===== config.mk =====
export PLATFORM = sky130hd
export DESIGN_NAME = edge_grad_3x3
export DESIGN_NICKNAME = d
export VERILOG_FILES = /design/src/rtl/edge_pkg.sv /design/src/rtl/grad_kernel_3x3.sv /design/src/rtl/edge_grad_3x3.sv
export SDC_FILE = /design/constraint.sdc
export NUM_CORES = 1
export LEC_CHECK = 0
export CORE_UTILIZATION = 53
export DETAILED_ROUTE_END_ITERATION = 8
export PLACE_DENSITY = 0.75
export SYNTH_ARGS = -nofsm -noshare
export SYNTH_HDL_FRONTEND = slang
export SYNTH_SLANG_ARGS = --single-unit

===== constraint.sdc =====
create_clock -name clk -period 13.5 [get_ports clk]
set_input_delay 2.025 -clock clk [delete_from_list [all_inputs] [get_ports clk]]
set_output_delay 2.025 -clock clk [all_outputs]
set_load 0.05 [all_outputs]

===== src/rtl/edge_pkg.sv =====
// Shared types and helpers for the 3x3 gradient edge-detection blocks.
package edge_pkg;

  typedef enum logic {
    MODE_PREWITT = 1'b0,
    MODE_SOBEL   = 1'b1
  } grad_mode_e;

  // Signed gradient width: enough headroom for a Sobel sum of four full-scale taps.
  function automatic int unsigned grad_w(input int unsigned data_w);
    return data_w + 3;
  endfunction

  // Clamp an unsigned magnitude to the largest data_w-bit pixel value.
  function automatic logic [31:0] saturate(input logic [31:0] mag, input int unsigned data_w);
    logic [31:0] max_v;
    max_v = (32'd1 << data_w) - 32'd1;
    return (mag > max_v) ? max_v : mag;
  endfunction

endpackage


===== src/rtl/grad_kernel_3x3.sv =====
// Combinational Prewitt/Sobel 3x3 gradient kernel; pXY = row X (0 = top), column Y (0 = left).
module grad_kernel_3x3
  import edge_pkg::*;
#(
  parameter int unsigned DATA_W = 8
) (
  input  logic [DATA_W-1:0]        p00,
  input  logic [DATA_W-1:0]        p01,
  input  logic [DATA_W-1:0]        p02,
  input  logic [DATA_W-1:0]        p10,
  input  logic [DATA_W-1:0]        p11,
  input  logic [DATA_W-1:0]        p12,
  input  logic [DATA_W-1:0]        p20,
  input  logic [DATA_W-1:0]        p21,
  input  logic [DATA_W-1:0]        p22,
  input  logic                     mode,
  output logic signed [DATA_W+2:0] gx,
  output logic signed [DATA_W+2:0] gy
);

  localparam int unsigned GW = grad_w(DATA_W);

  typedef logic signed [GW-1:0] sgrad_t;

  function automatic sgrad_t ext(input logic [DATA_W-1:0] p);
    return sgrad_t'({3'b000, p});
  endfunction

  // Centre tap carries no weight in either kernel.
  logic unused_center;
  assign unused_center = ^p11;

  sgrad_t k01, k10, k12, k21;

  // Middle-tap weighting (x1 Prewitt, x2 Sobel) followed by the two difference sums.
  always_comb begin
    k01 = ext(p01);
    k10 = ext(p10);
    k12 = ext(p12);
    k21 = ext(p21);
    if (grad_mode_e'(mode) == MODE_SOBEL) begin
      k01 = k01 <<< 1;
      k10 = k10 <<< 1;
      k12 = k12 <<< 1;
      k21 = k21 <<< 1;
    end
    gx = (ext(p02) + k12 + ext(p22)) - (ext(p00) + k10 + ext(p20));
    gy = (ext(p20) + k21 + ext(p22)) - (ext(p00) + k01 + ext(p02));
  end

endmodule


===== src/rtl/edge_grad_3x3.sv =====
// Streaming 3x3 gradient edge detector: window, column tagging, per-line mode/threshold
// latch and a two-stage pipeline producing saturated |GX|+|GY| and an edge flag.
module edge_grad_3x3
  import edge_pkg::*;
#(
  parameter int unsigned DATA_W = 8,
  parameter int unsigned IMG_W  = 640,
  parameter int unsigned COL_W  = 10
) (
  input  logic              clk,
  input  logic              rst_n,
  input  logic              valid_in,
  input  logic              sol_in,
  input  logic [DATA_W-1:0] din_top,
  input  logic [DATA_W-1:0] din_mid,
  input  logic [DATA_W-1:0] din_bot,
  input  logic              mode,
  input  logic [DATA_W-1:0] thresh,
  output logic              valid_out,
  output logic [DATA_W-1:0] dout,
  output logic              edge_out
);

  localparam int unsigned GW = grad_w(DATA_W);

  logic [DATA_W-1:0] win [3][3];
  logic [DATA_W-1:0] din_r [3];

  logic [COL_W-1:0]  col;
  logic [COL_W-1:0]  col_tag;
  logic              border;
  grad_mode_e        mode_lat;
  logic [DATA_W-1:0] thr_lat;

  logic signed [GW-1:0] gx, gy;
  logic signed [GW-1:0] s1_gx, s1_gy;
  logic                 s1_valid;
  logic                 s1_border;
  logic [DATA_W-1:0]    s1_thr;

  logic [GW-1:0]     abs_x, abs_y, mag;
  logic [DATA_W-1:0] sat;

  assign din_r[0] = din_top;
  assign din_r[1] = din_mid;
  assign din_r[2] = din_bot;

  assign col_tag = sol_in ? '0 : col;
  assign border  = (col_tag < COL_W'(2));

  // The kernel sees the window as it will be after this pixel shifts in, so the
  // result registers in the same cycle as the window update (centre = column c-1).
  grad_kernel_3x3 #(
    .DATA_W(DATA_W)
  ) u_kernel (
    .p00 (win[0][1]),
    .p01 (win[0][2]),
    .p02 (din_top),
    .p10 (win[1][1]),
    .p11 (win[1][2]),
    .p12 (din_mid),
    .p20 (win[2][1]),
    .p21 (win[2][2]),
    .p22 (din_bot),
    .mode(mode_lat),
    .gx  (gx),
    .gy  (gy)
  );

  // 3x3 window shift register, advancing only on accepted pixels.
  always_ff @(posedge clk or negedge rst_n) begin
    if (!rst_n) begin
      for (int unsigned r = 0; r < 3; r++) begin
        for (int unsigned c = 0; c < 3; c++) begin
          win[r][c] <= '0;
        end
      end
    end else if (valid_in) begin
      for (int unsigned r = 0; r < 3; r++) begin
        win[r][0] <= win[r][1];
        win[r][1] <= win[r][2];
        win[r][2] <= din_r[r];
      end
    end
  end

  // Column counter with start-of-line resync; mode/threshold captured at column 0.
  always_ff @(posedge clk or negedge rst_n) begin
    if (!rst_n) begin
      col      <= '0;
      mode_lat <= MODE_PREWITT;
      thr_lat  <= '0;
    end else if (valid_in) begin
      if (sol_in) begin
        col <= COL_W'(1);
      end else if (col == COL_W'(IMG_W - 1)) begin
        col <= '0;
      end else begin
        col <= col + COL_W'(1);
      end
      if (col_tag == '0) begin
        mode_lat <= grad_mode_e'(mode);
        thr_lat  <= thresh;
      end
    end
  end

  // Stage 1: gradients, border tag and the threshold in force for this pixel's line.
  always_ff @(posedge clk or negedge rst_n) begin
    if (!rst_n) begin
      s1_valid  <= 1'b0;
      s1_gx     <= '0;
      s1_gy     <= '0;
      s1_border <= 1'b0;
      s1_thr    <= '0;
    end else begin
      s1_valid <= valid_in;
      if (valid_in) begin
        s1_gx     <= gx;
        s1_gy     <= gy;
        s1_border <= border;
        s1_thr    <= thr_lat;
      end
    end
  end

  // Full-width absolute values and sum, then clamp to the pixel range.
  always_comb begin
    abs_x = s1_gx[GW-1] ? unsigned'(-s1_gx) : unsigned'(s1_gx);
    abs_y = s1_gy[GW-1] ? unsigned'(-s1_gy) : unsigned'(s1_gy);
    mag   = abs_x + abs_y;
    sat   = DATA_W'(saturate(32'(mag), DATA_W));
  end

  // Stage 2: registered magnitude and edge flag; both hold between valid outputs.
  always_ff @(posedge clk or negedge rst_n) begin
    if (!rst_n) begin
      valid_out <= 1'b0;
      dout      <= '0;
      edge_out  <= 1'b0;
    end else begin
      valid_out <= s1_valid;
      if (s1_valid) begin
        if (s1_border) begin
          dout     <= '0;
          edge_out <= 1'b0;
        end else begin
          dout     <= sat;
          edge_out <= (sat >= s1_thr);
        end
      end
    end
  end

endmodule


* After elaboration in Yosys (flattened, before gate mapping)
Index checks and enable logic that the tools add are counted.
Word-level totals: bits in registers 109, input bits 37, output and inout bits 10, logic and storage cells 49
Operators by class: add/sub/neg operators 14, $lt $le $gt $ge 3, eq/ne operators 1, multiplexer cells 12, reduce and logical (&&, ||, !) cells 2
Operators with widths (number):
- 11-bit by 9-bit adder with 11-bit output | 4
- 9-bit by 11-bit adder with 11-bit output | 4
- 9-bit 2-to-1 mux | 4
- 10-bit 2-to-1 mux | 3
- 11-bit 2-to-1 mux | 2
- 11-bit negator | 2
- 11-bit subtractor | 2
- 8-bit 2-to-1 mux | 2
- 11-bit adder | 1
- 11-bit by 8-bit greater-than comparator with 1-bit output, second input constant | 1
- 10-bit by 1-bit adder with 10-bit output, second input constant | 1
- 10-bit == test, second input constant | 1
- 10-bit zero test | 1
- 10-bit by 2-bit less-than comparator with 1-bit output, second input constant | 1
- 8-bit >= comparator | 1
- 2-bit AND reduction | 1
- 1-bit 2-to-1 mux | 1

* Logic depth before layout (Yosys ltp)
Gate-level depths: netlist (run 1).
depth in word-level cells 7, depth in mapped cells 19, gate-level depth less buffers 19

* By module
Synthesis (run 1) repeated with hierarchy kept, for this count alone.
Unflattened totals: cells, all modules 796, area total of the unflattened synthesis 8338.0 um^2
By module, submodules not included:
- edge_grad_3x3 | instances 1, cells an instance 476, area each 5407.7 um^2, sequential area each 2727.6 um^2
- grad_kernel_3x3 | instances 1, cells an instance 320, area each 2930.3 um^2, sequential area each 0.0 um^2

* Worst setup path before layout (run 1)
No wires, ideal clock.
path kind input port to flip-flop, from in din_mid[0], to reg s1_gx[9], setup time 69 ps, data arrival time 5362 ps, required time 13431 ps, setup slack 8069 ps, stages 13, buffers on the path 0, cells stage by stage mux2_2 > fa_1 > fa_1 > fa_1 > ha_1 > inv_1 > fa_1 > nor2b_1 > o21ai_0 > a21boi_0 > o211ai_1 > a2111o_1 > nand3_1
On the way: cells in the longest elaborated chain, start to end 4
Ends and longest elaborated chain:
- from (decl) | line edge_grad_3x3.sv:15 | input logic [DATA_W-1:0] din_mid,
- 9-bit 2-to-1 mux | line grad_kernel_3x3.sv:41 | if (grad_mode_e'(mode) == MODE_SOBEL) begin
- 9-bit by 11-bit adder with 11-bit output | line grad_kernel_3x3.sv:47 | gx = (ext(p02) + k12 + ext(p22)) - (ext(p00) + k10 + ext(p20));
- 11-bit by 9-bit adder with 11-bit output | line grad_kernel_3x3.sv:47
- 11-bit subtractor | line grad_kernel_3x3.sv:47
- to (signal assigned) | line edge_grad_3x3.sv:119 | s1_gx <= gx;
- to (decl) | line edge_grad_3x3.sv:36 | logic signed [GW-1:0] s1_gx, s1_gy;
No other way between the ends. A chain may end at the register's enable or synchronous reset.

* Worst setup path in the final report (run 1)
from in din_top[2], to reg s1_gy[8]
On the way: cells in the longest elaborated chain, start to end 2
Ends and longest elaborated chain:
- from (decl) | line edge_grad_3x3.sv:14 | input logic [DATA_W-1:0] din_top,
- 11-bit by 9-bit adder with 11-bit output | line grad_kernel_3x3.sv:48 | gy = (ext(p20) + k21 + ext(p22)) - (ext(p00) + k01 + ext(p02));
- 11-bit subtractor | line grad_kernel_3x3.sv:48
- to (signal assigned) | line edge_grad_3x3.sv:120 | s1_gy <= gy;
- to (decl) | line edge_grad_3x3.sv:36
No other way between the ends.

==> metrics, run 1 <==
status=finished clean; post-place setup slack=7.28 ns; initial antenna violation count=0; Top Usage Layer GRT=met2; fraction of layout cells with a size suffix above 1=11.7%; Placer Congestion=0.859; reg2reg path depth=18; die area=15500 um^2; max-cap violations=0; synthesized instance count=756; Critical Path End Type=flip-flop; H-tree depth=3; number of synthesized flops with an enable pin=0; Req. time, crit path=13.76 ns; final setup margin=7.64 ns; Clock Path Buffers=2; die height=125 um; Initial DRC Count=312; post-layout min period=5.86 ns; nets=939; area leader, netlist=dfrtp_1; area of the multi-input gates=4760 um^2; grt met3 use=3.95%; f_max=171 MHz; worst-margin pin slew=1.13 ns; ant diodes=0; final HPWL from detailed placement=11900 um; Clk pin slew, worst setup/hold paths=0.08 ns; Worst Skew=0.0120 ns; Worst Path Max Fanout=3; Slew headroom=24.9%; Yosys top cell area share=34.3%; kind of critical path=input port to flip-flop; setup_tns=0 ns; Slew Viols, Final=0; # hold bufs at CTS=0; first-pass GRT wire length=27300 um; data arrival time of the critical path=6.12 ns; area delta synth->final=11.4%; Core Box Area=14600 um^2; RSZ-0062 raised after global routing=no; crit start category=input port; GR Util met2=36.3%; Post-synth top cells=dfrtp_1, inv_1, fa_1; Post-Syn Nets=903; drc violations=0; # fillers=1187; Yosys warnings=0; register area share after synthesis=34.3%; vias=5511; Overflow after GRT=0; drt pass-1 iters=4; cell area after synthesis=7960 um^2; asr flop ratio synth=100%; hold path cells=0; cells taking the most area after synthesis=dfrtp_1, fa_1, mux2_2, ha_1, inv_1; Root Driver=clkbuf_16; IO Port Bufs=46; GR Util met1=28.0%; Starting Density=54.6%; vias per cell=5.62; CTS sink count=109; storage element area=2730 um^2; Clock Latency Late Sink=0.37 ns; Min-Delay Path Class=flip-flop to flip-flop; synthesized flop and latch total=109; CTS resizes=0; CTS buffer count=9; FP Rows=44; postcts setup bufs=0; post-synthesis cell type count=61; count leader, synth=dfrtp_1; syn_area_per_cell=10.5 um^2; Horiz. Die Dim=125 um; Fin. Hold Viols=0; ys flop type=dfrtp_1; fin crit share=43.4%; remaining antenna violation count after routing=0; CTS tree=yes; wirelength, routed=15600 um; largest net degree at the start of global routing=108; count of final setup violators=0; vias in the first global route=5880; IO Pins=47; gr usage total=21.5%; DR WL/cell=15.9 um
==> layer usage <==
metal | vias to the layer above | wire length [um] | share of wire (%)
met5 | - | 0 | 0
met4 | 0 | 215 | 1.4
met3 | 17 | 518 | 3.3
met2 | 87 | 7930 | 51
met1 | 2770 | 6930 | 44
li1 | 2637 | - | -
==> registers in the layout, indices dropped and copies added (netlist names) <==
name	count
win	48
s1_gx	11
s1_gy	11
col	10
dout	8
s1_thr	8
thr_lat	8
edge_out	1
mode_lat	1
s1_border	1
s1_valid	1
valid_out	1
==> layout by cell type, fill, tap and decap left out, drive strengths merged, types with 19 or more instances in the layout <==
cell,n
dfrtp,109
inv,98
fa,67
nand2,63
mux2,56
o21ai,52
clkdlybuf4s50,44
ha,43
xnor2,27
mux2i,24
nor2,21
a21oi,19
==> area by class of cell <==
| class | instances | share of cell area [%] |
|---|---|---|
| clock inverter | 7 | 0.846 |
| sequential | 109 | 30.7 |
| multi-input combinational | 524 | 53.7 |
| inverter | 99 | 4.19 |
| clock buffer | 9 | 2.54 |
| timing repair buffer | 49 | 5.39 |
| tap | 184 | 2.59 |
==> logic make-up (layout without fill, tap and decap cells) <==
kind of cell | count (synthesis) | count (layout) | synth area share (%)
simple gates | 163 | 163 | 10.1
compound gates | 140 | 140 | 11.8
buf+inv | 123 | 164 | 5.89
fa+ha+maj | 110 | 110 | 23.6
flops | 109 | 109 | 34.3
mux | 80 | 80 | 10.9
xor+xnor | 31 | 31 | 3.41
==> path summary, 6_finish.rpt <==
check | startpoint | end | slack [ns]
max | din_top[2] | s1_gy[8]$_DFFE_PN0P_ | 7.64
min | s1_valid$_DFF_PN0_ | valid_out$_DFF_PN0_ | 0.48
max reg2reg | s1_gy[2]$_DFFE_PN0P_ | edge_out$_DFFE_PN0P_ | 8.28
min reg2reg | s1_valid$_DFF_PN0_ | valid_out$_DFF_PN0_ | 0.48
max in group asynchronous | rst_n | win[12]$_DFFE_PN0P_ | 10.61
min in group asynchronous | rst_n | valid_out$_DFF_PN0_ | 1.65
==> critical path: stages <==
cell and delay (ns):
clkdlybuf4s50_1 0.48, inv_1 0.09, fa_1 0.52, fa_1 0.54
fa_1 0.53, ha_1 0.32, a21o_1 0.19, a21oi_1 0.25
o21ai_0 0.15, a2111oi_0 0.62, o31ai_1 0.17, a31o_2 0.25
==> through the flow <==
stage,utilization [%],hold slack (ns),instances,instance area [um^2]
after floorplan,-,0.415,756,7960
after global placement,58.8,0.444,965,8570
after detailed placement,58.8,0.463,965,8570
after CTS,60.8,0.477,981,8870
after global routing,60.8,0.504,981,8870
final,60.8,0.477,981,8870
Power of run 1 is left out: the tool's default activity adds up to more than one toggle a clock period on the data nets, which glitch-free logic cannot reach.
==> run 2, diff against run 1 <==
==> constraint.sdc (replaced) <==
create_clock -name clk -period 5.44 [get_ports clk]
set_input_delay 0.816 -clock clk [delete_from_list [all_inputs] [get_ports clk]]
set_output_delay 0.816 -clock clk [all_outputs]
set_load 0.05 [all_outputs]
==> run 2 against run 1 <==
  * Die area stayed put
  * First-iteration DRC count increased by 23%
  * Critical path depth up 6
  * Clock skew barely moved
  * Setup slack got worse by 7.1 ns
==> metrics, run 2 (synthesis gave the netlist of run 1 again) <==
critical path's top delay family=simple AND/OR/NAND/NOR gates; Clock Latency Late Sink=0.37 ns (about the same); H-tree depth=3 (unchanged); Slowest-stage cell, CP=nor4_1; crit path launch=s1_gy[2]$_DFFE_PN0P_; r2r endpoint=edge_out$_DFFE_PN0P_; ant diodes=0 (unchanged); FP Rows=44 (unchanged); Fin. Hold Viols=0 (unchanged); DR WL/cell=16.0 um (+0.46%); Worst R2R Start=s1_gy[2]$_DFFE_PN0P_; # fillers=1179 (-0.67%); Critical Path End Type=flip-flop; postcts setup bufs=0 (unchanged); number of cells on the critical path=18 (+6); vias in the first global route=5843 (-0.63%); remaining antenna violation count after routing=0 (unchanged); wirelength, routed=15700 um (+0.67%); R2R setup slack=0.51 ns (-7.77 ns); reg2reg path depth=18 (unchanged); Largest stage delay, worst path=0.63 ns (about the same); count of final setup violators=0 (unchanged); CTS tree=yes; final HPWL from detailed placement=11700 um (-1.4%); RSZ-0062 raised after global routing=no; post-layout min period=4.93 ns; CTS resizes=0 (unchanged); f_max=203 MHz; CP Capture Point=edge_out$_DFFE_PN0P_; gr usage total=21.8% (+0.31 points); most frequent cells in the layout=dfrtp_1, inv_1, fa_1, nand2_1, mux2_2; Clk pin slew, worst setup/hold paths=0.08 ns (about the same); Root Driver=clkbuf_16; max-cap violations=0 (unchanged); vias=5501 (-0.18%); Placer Congestion=0.852 (-0.83%); Clock Path Buffers=2 (unchanged); Core Box Area=14600 um^2 (unchanged); IO Pins=47 (unchanged); largest net degree at the start of global routing=108 (unchanged); kind of critical path=flip-flop to flip-flop; Min-Delay Path Class=flip-flop to flip-flop; fraction of layout cells with a size suffix above 1=11.9% (+0.22 points); commonest non-fill, non-tap cell in the layout=dfrtp_1; Slew headroom=25.0% (+0.13 points); area delta synth->final=11.5% (about the same); worst-margin pin slew=1.12 ns (-0.00193 ns); Horiz. Die Dim=125 um (unchanged); fin crit share=90.6%; Overflow after GRT=0 (unchanged); data arrival time of the critical path=5.19 ns (-0.93 ns); Largest regs=win: 48 flops, s1_gx: 11 flops, s1_gy: 11 flops; nets=941 (+0.21%); IO Port Bufs=46 (unchanged); setup_tns=0 ns (unchanged); vias per cell=5.60 (-0.38%); die area=15500 um^2 (unchanged); # hold bufs at CTS=0 (unchanged); Initial DRC Count=385 (+23%); storage element area=2730 um^2 (unchanged); Slew Viols, Final=0 (unchanged); worst path buffer plus inverter count=0 (-2); drt pass-1 iters=5 (+1); Worst Path Max Fanout=5 (+2); first-pass GRT wire length=27400 um (+0.33%); drc violations=0 (unchanged); crit-path cells=nor3_1 > nand3_1 > or2_2 > o41ai_1 > xnor2_1 > ha_1 > and3_2 > nor2b_1 > a221oi_2 > xnor2_1 > nor4_1 > ha_1 > nand2b_1 > a21o_1 > a21o_1 > a21oi_1 > o21ai_0 > o22a_1; CTS buffer count=9 (unchanged); initial antenna violation count=0 (unchanged); crit start category=flip-flop; Req. time, crit path=5.70 ns (-8.06 ns); status=finished clean; Starting Density=54.6% (unchanged); die height=125 um (unchanged); area of the multi-input gates=4760 um^2 (unchanged); Largest Register=win; Worst Skew=0.0116 ns (-0.000433 ns); max reg flops=48 (unchanged); CTS sink count=109 (unchanged)
-- run 2: cell types whose count changed in the layout (fill, tap and decap cells not counted) --
cell and change:
inv_6 +4, buf_4 +2, clkinvlp_4 -2, bufinv_16 -1
clkbuf_8 +1, clkinv_2 -1, clkinv_4 -1
-- run 2: stage by stage --
| stage | instance area, um^2 | hold WS, ns | std cells | util (%) | worst slack [ns] |
|---|---|---|---|---|---|
| floorplan | 7960 | 0.415 | 756 | - | 0.884 |
| global placement | 8590 | 0.444 | 967 | 58.9 | 0.491 |
| detailed placement | 8590 | 0.452 | 967 | 58.9 | 0.415 |
| CTS | 8880 | 0.475 | 983 | 60.8 | 0.538 |
| global route | 8880 | 0.499 | 983 | 60.8 | 0.208 |
| finish | 8880 | 0.488 | 983 | 60.8 | 0.509 |
-- run 2: worst min-delay path by stage --
stage	from	end	slack, ns	depth (start not counted)
floorplan	s1_valid$_DFF_PN0_	valid_out$_DFF_PN0_	0.42	0
global placement	s1_valid$_DFF_PN0_	valid_out$_DFF_PN0_	0.44	0
detailed placement	s1_valid$_DFF_PN0_	valid_out$_DFF_PN0_	0.45	0
CTS	s1_valid$_DFF_PN0_	valid_out$_DFF_PN0_	0.47	0
global route	s1_valid$_DFF_PN0_	valid_out$_DFF_PN0_	0.50	0
finish	s1_valid$_DFF_PN0_	valid_out$_DFF_PN0_	0.49	0
-- run 2: layout make-up --
cell class	instances	area share, %
well taps	184	2.59
repair buffers	51	5.55
multi-input cells	524	53.7
flip-flops and latches	109	30.7
clock buffers	10	2.69
inverters	99	4.19
clock inverters	6	0.578
-- run 2: layer usage --
metal / GRT usage [%] / vias to the layer above / share of wire (%)
met1: 28.2 / 2751 / 45
met3: 4.90 / 15 / 3.0
li1: - / 2650 / -
met5: 0 / - / 0
met2: 36.6 / 85 / 51
met4: 6.17 / 0 / 1.1
Power of run 2 is left out for the same reason.
==> run 3, diff against run 2 <==
--- a/config.mk
+++ b/config.mk
@@ -6,8 +6,10 @@
 export NUM_CORES = 1
 export LEC_CHECK = 0
 export CORE_UTILIZATION = 53
+export CTS_CLUSTER_DIAMETER = 60
 export DETAILED_ROUTE_END_ITERATION = 8
 export PLACE_DENSITY = 0.75
+export RECOVER_POWER = 25
 export SYNTH_ARGS = -nofsm -noshare
 export SYNTH_HDL_FRONTEND = slang
 export SYNTH_SLANG_ARGS = --single-unit
==> run 3 against run 2 <==
  * Setup slack gained 0.036 ns
  * Critical path depth did not move
  * Global-route usage unchanged
  * The flow now finishes with violations (max-capacitance violations, max-slew violations)
==> metrics, run 3 (synthesis gave the netlist of run 1 again) <==
status=complete, but fails checks; failing checks=max-capacitance violations, max-slew violations; IO Pins=47 (unchanged); Fin. Hold Viols=0 (unchanged); postcts setup bufs=0 (unchanged); # hold bufs at CTS=0 (unchanged); data arrival time of the critical path=5.16 ns (-0.03 ns); Starting Density=54.6% (unchanged); fin crit share=90.0% (-0.67 points); Largest stage delay, worst path=0.63 ns (about the same); Critical Path End Type=flip-flop; max-cap violations=1 (+1); final HPWL from detailed placement=11700 um (unchanged); Slowest-stage cell, CP=nor4_1; critical path's top delay family=simple AND/OR/NAND/NOR gates; CTS sink count=109 (unchanged); crit-path cells=nor3_1 > nand3_1 > or2_2 > o41ai_1 > xnor2_1 > ha_1 > and3_2 > nor2b_1 > a221oi_2 > xnor2_1 > nor4_1 > ha_1 > nand2b_1 > a21o_1 > a21o_1 > a21oi_1 > o21ai_0 > o22a_1; post-place setup slack=0.415 ns (unchanged); largest net degree at the start of global routing=108 (unchanged); worst path buffer plus inverter count=0 (unchanged); final setup margin=0.546 ns (+0.0364 ns); Overflow after GRT=0 (unchanged); CTS tree=yes; DR WL/cell=16.0 um (about the same); # fillers=1179 (unchanged); Placer Congestion=0.852 (unchanged); setup_tns=0 ns (unchanged); Worst R2R Start=s1_gy[2]$_DFFE_PN0P_; Worst Path Max Fanout=5 (unchanged); CTS buffer count=9 (unchanged); crit path launch=s1_gy[2]$_DFFE_PN0P_; Worst Hold Launch=s1_valid$_DFF_PN0_; max reg flops=48 (unchanged); RSZ-0062 raised after global routing=no; fraction of layout cells with a size suffix above 1=11.8% (-0.13 points); Largest Register=win; CTS resizes=0 (unchanged); vias=5534 (+0.60%); Clock Path Buffers=2 (unchanged); kind of critical path=flip-flop to flip-flop; Min-Delay Path Class=flip-flop to flip-flop; Core Box Area=14600 um^2 (unchanged); Clk pin slew, worst setup/hold paths=0.08 ns (about the same); nets=941 (unchanged); storage element area=2730 um^2 (unchanged); GR Util met2=36.6% (unchanged); Root Driver=clkbuf_16; ant diodes=0 (unchanged); Clock Latency Late Sink=0.37 ns (about the same); most frequent cells in the layout=dfrtp_1, inv_1, fa_1, nand2_1, mux2_2; area of the multi-input gates=4760 um^2 (unchanged); first-pass GRT wire length=27400 um (unchanged); Slew headroom=-152% (-180 points); Horiz. Die Dim=125 um (unchanged); drt pass-1 iters=5 (unchanged); Slew Viols, Final=73 (+73); grt met3 use=4.90% (unchanged); Top Usage Layer GRT=met2; Worst Skew=0.0135 ns (+0.00189 ns); gr usage total=21.8% (unchanged); remaining antenna violation count after routing=0 (unchanged); die area=15500 um^2 (unchanged); FP Rows=44 (unchanged); initial antenna violation count=0 (unchanged); count of final setup violators=0 (unchanged); area delta synth->final=11.5% (about the same); IO Port Bufs=46 (unchanged); Req. time, crit path=5.70 ns (about the same); drc violations=0 (unchanged); vias per cell=5.63 (+0.60%); GR Util met1=28.2% (unchanged); wirelength, routed=15700 um (about the same); H-tree depth=3 (unchanged); Initial DRC Count=384 (-0.26%); commonest non-fill, non-tap cell in the layout=dfrtp_1; worst-margin pin slew=3.78 ns (+2.66 ns); vias in the first global route=5843 (unchanged); Util after Layout=60.8% (about the same); post-layout min period=4.89 ns (-0.0364 ns); Largest regs=win: 48 flops, s1_gx: 11 flops, s1_gy: 11 flops; die height=125 um (unchanged); crit start category=flip-flop; f_max=204 MHz (+0.74%)
run 3: changes by cell type in the layout (fill, tap and decap cells not counted), sizes merged:
cell    before  now
buf          7    6
clkbuf      10   11
run 3: per-stage QoR:
| step | cells | hold WS (ns) | instance area, um^2 |
|---|---|---|---|
| 2_1_floorplan | 756 | 0.415 | 7960 |
| 3_3_place_gp | 967 | 0.444 | 8590 |
| 3_5_place_dp | 967 | 0.452 | 8590 |
| 4_1_cts | 983 | 0.475 | 8880 |
| 5_1_grt | 983 | 0.499 | 8870 |
| 6_report | 983 | 0.489 | 8870 |
run 3: per-layer routing:
layer | part of all wire [%] | wire length [um]
met2 | 51 | 7990
met5 | 0 | 0
met3 | 3.2 | 501
met1 | 45 | 7010
met4 | 1.2 | 187
run 3: final timing paths:
path	depth (start not counted)	slack [ns]	end
min in group asynchronous	1	1.75	edge_out$_DFFE_PN0P_
worst max register to register	18	0.55	edge_out$_DFFE_PN0P_
worst min register to register	0	0.49	valid_out$_DFF_PN0_
worst min-delay path	0	0.49	valid_out$_DFF_PN0_
max in group asynchronous	1	1.57	win[31]$_DFFE_PN0P_
worst max-delay path	18	0.55	edge_out$_DFFE_PN0P_
run 3: layout make-up:
type,instances,share of cell area [%]
clock buffers,10,2.69
clock inverters,6,0.578
inverters,99,4.19
multi-input cells,524,53.7
flip-flops and latches,109,30.7
well taps,184,2.59
repair buffers,51,5.51
Power of run 3 is left out for the same reason.
